===== config.mk =====
export PLATFORM = sky130hd
export DESIGN_NAME = switch_debouncer
export DESIGN_NICKNAME = d
export VERILOG_FILES = /design/src/rtl/switch_debouncer.sv
export SDC_FILE = /design/constraint.sdc
export NUM_CORES = 1
export LEC_CHECK = 0
export ABC_AREA = 1
export CAP_MARGIN = 30
export CORE_AREA = 2 2 108 110
export CTS_BUF_LIST = sky130_fd_sc_hd__clkbuf_4
export CTS_CLUSTER_SIZE = 20
export DETAILED_ROUTE_END_ITERATION = 7
export DIE_AREA = 0 0 110 112
export RECOVER_POWER = 50
export SLEW_MARGIN = 10
export SYNTH_ARGS = -nofsm -noshare
export SYNTH_HDL_FRONTEND = slang
export SYNTH_SLANG_ARGS = --single-unit

===== constraint.sdc =====
create_clock -name clock -period 3.55 [get_ports clock]
set_input_delay 1.065 -clock clock [delete_from_list [all_inputs] [get_ports clock]]
set_output_delay 1.065 -clock clock [all_outputs]
set_load 0.03 [all_outputs]

===== src/rtl/switch_debouncer.sv =====
// Go Board direction-switch front end: 2-flop sync, per-switch debounce and
// step-pulse FSM with optional hold-to-repeat. Four identical, independent channels.
module switch_debouncer #(
  parameter int DEBOUNCE_CYCLES = 250000,
  parameter int REPEAT_DELAY    = 0,
  parameter int REPEAT_RATE     = 2500000
) (
  input  logic       clock,
  input  logic       reset_n,
  input  logic [3:0] i_switch,
  output logic [3:0] switch_stable,
  output logic [3:0] step,
  output logic       any_step
);

  localparam int DW  = ($clog2(DEBOUNCE_CYCLES + 1) > 1) ? $clog2(DEBOUNCE_CYCLES + 1) : 1;
  localparam int RDW = $clog2(REPEAT_DELAY + 1);
  localparam int RRW = $clog2(REPEAT_RATE + 1);
  localparam int HWR = (RDW > RRW) ? RDW : RRW;
  localparam int HW  = (HWR > 1) ? HWR : 1;

  localparam logic [DW-1:0] DB_LAST = DW'(DEBOUNCE_CYCLES - 1);
  localparam logic [HW-1:0] RD_LAST = HW'((REPEAT_DELAY > 0) ? REPEAT_DELAY - 1 : 0);
  localparam logic [HW-1:0] RR_LAST = HW'((REPEAT_RATE > 0) ? REPEAT_RATE - 1 : 0);
  localparam logic          REPEAT_EN = (REPEAT_DELAY != 0);

  typedef enum logic [1:0] {
    S_IDLE   = 2'd0,
    S_HELD   = 2'd1,
    S_REPEAT = 2'd2
  } state_t;

  logic [3:0] r_sync1;
  logic [3:0] r_sync2;

  always_ff @(posedge clock or negedge reset_n) begin
    if (!reset_n) begin
      r_sync1 <= 4'b0;
      r_sync2 <= 4'b0;
    end else begin
      r_sync1 <= i_switch;
      r_sync2 <= r_sync1;
    end
  end

  for (genvar g = 0; g < 4; g++) begin : g_chan
    logic          r_stable;
    logic [DW-1:0] r_db_cnt;
    state_t        r_state;
    logic [HW-1:0] r_hold_cnt;
    logic          r_step;
    logic          w_sync;

    assign w_sync = r_sync2[g];

    // Any cycle where sync agrees with the stable level restarts the count,
    // so a glitch shorter than DEBOUNCE_CYCLES never gets through.
    always_ff @(posedge clock or negedge reset_n) begin
      if (!reset_n) begin
        r_stable <= 1'b0;
        r_db_cnt <= '0;
      end else if (w_sync == r_stable) begin
        r_db_cnt <= '0;
      end else if (r_db_cnt >= DB_LAST) begin
        r_stable <= w_sync;
        r_db_cnt <= '0;
      end else begin
        r_db_cnt <= r_db_cnt + DW'(1);
      end
    end

    // Release is tested first in every state, so it beats a coincident terminal count.
    always_ff @(posedge clock or negedge reset_n) begin
      if (!reset_n) begin
        r_state    <= S_IDLE;
        r_hold_cnt <= '0;
        r_step     <= 1'b0;
      end else begin
        r_step <= 1'b0;
        case (r_state)
          S_IDLE: begin
            if (r_stable) begin
              r_state    <= S_HELD;
              r_hold_cnt <= '0;
            end
          end
          S_HELD: begin
            if (!r_stable) begin
              r_step  <= 1'b1;
              r_state <= S_IDLE;
            end else if (REPEAT_EN && (r_hold_cnt >= RD_LAST)) begin
              r_step     <= 1'b1;
              r_state    <= S_REPEAT;
              r_hold_cnt <= '0;
            end else if (REPEAT_EN) begin
              r_hold_cnt <= r_hold_cnt + HW'(1);
            end
          end
          S_REPEAT: begin
            if (!r_stable) begin
              r_state <= S_IDLE;
            end else if (r_hold_cnt >= RR_LAST) begin
              r_step     <= 1'b1;
              r_hold_cnt <= '0;
            end else begin
              r_hold_cnt <= r_hold_cnt + HW'(1);
            end
          end
          default: begin
            r_state    <= S_IDLE;
            r_hold_cnt <= '0;
          end
        endcase
      end
    end

    assign switch_stable[g] = r_stable;
    assign step[g]          = r_step;
  end

  assign any_step = |step;

endmodule


==> parameters.txt, run 1 <==
Parameter                              Value

Run
  Number of violations of the max-capacitance limit    1

Setup path
  Largest stage delay, worst path    0.60 ns
  Reg2Reg Launch Point    g_chan[1].r_db_cnt[0]
  Required time reported for the critical path endpoint    2.48 ns
  Standard cell with the maximum stage delay on the critical path    sky130_fd_sc_hd__clkdlybuf4s50_1
  Series of cell instances along the critical path    or4_1, clkdlybuf4s50_1
  Arrival time of data at the critical path endpoint    1.96 ns
  Crit Reg-Reg Endpoint    g_chan[1].r_db_cnt[8]
  Worst setup SP type    register
  Reg2Reg Depth    6
  Crit path max fanout    2
  Category of the worst setup path capture point    primary output
  Critical path start-end classification    register to primary output
  Register-to-register path setup slack    roughly 2 ns

Synth
  Number of enable-type register cells in the synthesized netlist    0
  Average size of a mapped cell    between 7 and 8 sq um
  Distinct cells, synth    24
  Synthesized Nets    629
  Portion of netlist area occupied by mux cells    0%
  Register bit total from synthesis    92
  Share of synthesized registers carrying an async set or reset    100%
  Most used flip-flop cell after synthesis    sky130_fd_sc_hd__dfrtp_1
  Number of cells produced by synthesis    615
  Dominant combinational cell family by area after synthesis    simple AND/OR/NAND/NOR gates
  Synth Area in XOR/XNOR    9.46%
  Post-synth design cell area    about 4900 sq um
  Synthesized-area fraction occupied by ao, oa, aoi and oai cells    1.61%
  Count of yosys warnings during synthesis    0
  Arithmetic-cell share of the synthesized area counting full adders, half adders and majority gates    just over 2%
  Area fraction in and, or, nand and nor cells after synthesis    about a third
  Register area share after synthesis    about 47%

Finish
  ANT cells    0
  Number of nets in the final layout    641
  Non-filler cells in the finished layout    775
  Post-route core utilization    47.6%
  Area growth, synth to finish    8.26%
  Share of final-layout standard cells stronger than drive strength 1    under 10%
  Non-Filler Cell Area, Final    5310 sq um

Floorplan
  Initial Util    43.9%
  Die height    between 100 and 150 microns
  Area of the core    11200 sq um
  Number of rows in the core area    39
  Horizontal die dimension    between 100 and 150 microns
  Boundary Pins    15
  Die outline area    12300 sq um

GRT
  Wire length of the first global-routing pass    15900 microns
  Global routing met3 resource utilization    2.99%
  Number of global-route vias before repair    3654
  Initial antenna violation count    0
  Most used routing layer    met2
  Aggregate global routing overflow    0
  Combined global-route utilization of all metal layers    between 10% and 20%
  Global-route met1 utilization    21.6%
  Met2 global-route usage    25.7%
  Pin count of the biggest net entering global routing    just under 60

Clocking
  Later-pin clock latency in the skew report    around 0.46 ns
  Post-cts repair resize count    0
  Root Buffer    sky130_fd_sc_hd__clkbuf_4
  CTS hold repair buffers    0
  Total CTS buffers    9
  Clock-pin slew of the registers on the worst-case setup and hold paths    between 0.1 and 0.15 ns
  Maximum buffer depth of the clock tree    2
  Postcts setup bufs    0
  H-tree levels    3
  CTS tree    done
  Clock sink count    between 90 and 100

Place
  IO Port Bufs    14
  Placed Instance Area    5130 sq um
  Routability Congestion    between 0.8 and 0.9
  DP HPWL    6160 microns
  Number of instances in the placed design    759

Timing
  Endpoints failing hold    0
  Smallest hold slack    0.364 ns
  Rel. slew slack    -28.7%
  Setup repair after global routing missed its margin    no
  Period utilization    85.1%
  Highest Clock Rate    331 MHz
  Min cycle time layout    3.02 ns
  Worst-Margin Slew    1.93 ns
  Total Negative Setup Slacks    0 ns
  Worst Skew    0.0169 ns
  Number of max-slew violations in the final report    35
  Final Setup Violations    0

Detailed routing
  Number of remaining DRC errors    0
  Remaining number of nets flagged by the antenna check after routing    0
  Total detailed-routing wirelength    8620 microns
  Starting DRT DRC Count    173
  Vias    between 3k and 4k
  Detailed-routing iteration count for the pre-antenna-repair pass    5
  Mean routed wirelength per cell    11.1 microns
  Avg Vias per Cell    ~4.7

Power
  Max VDD drop    0.000173 V
  Leakage    ~2.5 nW
  PD cells    354 nW/um^2

Outcome
  Status    complete, but fails checks
  Failing checks    capacitance limit, slew limit

Hold path
  End of the worst hold path    r_sync2[3]
  Cell depth of the worst min-delay path    0
  Origin of the worst min-delay path    r_sync1[3]
  Worst hold path type    register to register
## worst max-delay path by stage
| stage | from | endpoint | slack, ns | cells after the start |
|---|---|---|---|---|
| floorplan | g_chan[1].r_step | any_step | 1.45 | 1 |
| global placement | g_chan[1].r_step | any_step | 1.02 | 2 |
| detailed placement | g_chan[1].r_step | any_step | 1.03 | 2 |
| CTS | g_chan[1].r_step | any_step | 0.49 | 2 |
| global route | g_chan[1].r_step | any_step | 0.43 | 2 |
| finish | g_chan[1].r_step | any_step | 0.53 | 2 |
## critical path: cells and delay by family (launching register included)
kind	cells	cell delay, ns
buffers and inverters	1	0.60
and+or+nand+nor	1	0.50
DFF	1	0.40
## through the flow
| stage | total power (W) | setup slack [ns] |
|---|---|---|
| 6_report | 0.00188 | 0.527 |
| 2_1_floorplan | 0.00113 | 1.45 |
| 5_1_grt | 0.00196 | 0.427 |
| 3_3_place_gp | 0.00117 | 1.02 |
| 4_1_cts | 0.00191 | 0.487 |
| 3_5_place_dp | 0.00117 | 1.03 |
## Yosys cell counts, types with 8 or more instances
library cell	number	area [sq um]
sky130_fd_sc_hd__buf_4	8	60.1
sky130_fd_sc_hd__dfrtp_1	92	2300
sky130_fd_sc_hd__ha_1	8	100
sky130_fd_sc_hd__inv_1	77	289
sky130_fd_sc_hd__nand2_1	139	522
sky130_fd_sc_hd__nand3_1	42	210
sky130_fd_sc_hd__nand4_1	11	68.8
sky130_fd_sc_hd__nor2_1	141	529
sky130_fd_sc_hd__nor3_1	8	40.0
sky130_fd_sc_hd__o21ai_0	8	40.0
sky130_fd_sc_hd__xnor2_1	20	175
sky130_fd_sc_hd__xor2_1	33	289
## cell families (layout without fill, tap and decap cells)
kind of cell | after synthesis | count (layout)
xor gates and xnor gates | 53 | 53
and+or+nand+nor | 357 | 357
adders and majority gates | 8 | 8
DFF | 92 | 92
buffers and inverters | 92 | 109
AOI/OAI and AO/OA | 13 | 13
## where the power goes
group,switching (W),internal (W),leakage (nW)
sequential,0.0000148,0.00106,1.26
combinational,0.0000452,0.0000212,1.12
clock,0.000368,0.000366,0.101
## cell usage in the layout (no fill, tap or decap), types with 8 or more instances in the layout
cell type / Yosys / layout
sky130_fd_sc_hd__inv_1: 77 / 77
sky130_fd_sc_hd__nor2_1: 141 / 141
sky130_fd_sc_hd__ha_1: 8 / 8
sky130_fd_sc_hd__nor3_1: 8 / 8
sky130_fd_sc_hd__o21ai_0: 8 / 8
sky130_fd_sc_hd__nand4_1: 11 / 11
sky130_fd_sc_hd__clkdlybuf4s50_1: 0 / 9
sky130_fd_sc_hd__dfrtp_1: 92 / 92
sky130_fd_sc_hd__xor2_1: 33 / 33
sky130_fd_sc_hd__nand3_1: 42 / 42
sky130_fd_sc_hd__clkbuf_4: 0 / 10
sky130_fd_sc_hd__nand2_1: 139 / 139
sky130_fd_sc_hd__xnor2_1: 20 / 20
## cell type report
cell class	instances	area (sq um)
flip-flops and latches	92	2300
clock buffers	10	75.1
repair buffers	15	154
clock inverters	6	113
inverters	78	293
well taps	143	179
fillers	1081	5860
multi-input cells	431	2200
## sequential cells by signal, summed over array words and instances, names as in the netlist
register         flops
r_sync1              4
g_chan.r_db_cnt     72
g_chan.r_state       4
r_sync2              4
g_chan.r_step        4
g_chan.r_stable      4
## metal layers
layer / up-vias / routed length, microns
li1: 1908 / -
met1: 1730 / 4210
met2: 28 / 4040
met3: 13 / 186
met4: 0 / 182
met5: - / 0
Power figures use the tool's default switching activity.
==> run 2: changes to the inputs <==
--- a/config.mk
+++ b/config.mk
@@ -6,7 +6,6 @@
 export NUM_CORES = 1
 export LEC_CHECK = 0
 export ABC_AREA = 1
-export CAP_MARGIN = 30
 export CORE_AREA = 2 2 108 110
 export CTS_BUF_LIST = sky130_fd_sc_hd__clkbuf_4
 export CTS_CLUSTER_SIZE = 20
==> results of run 2 <==
No change in the layout: final DEF, timing and power equal those of run 1.
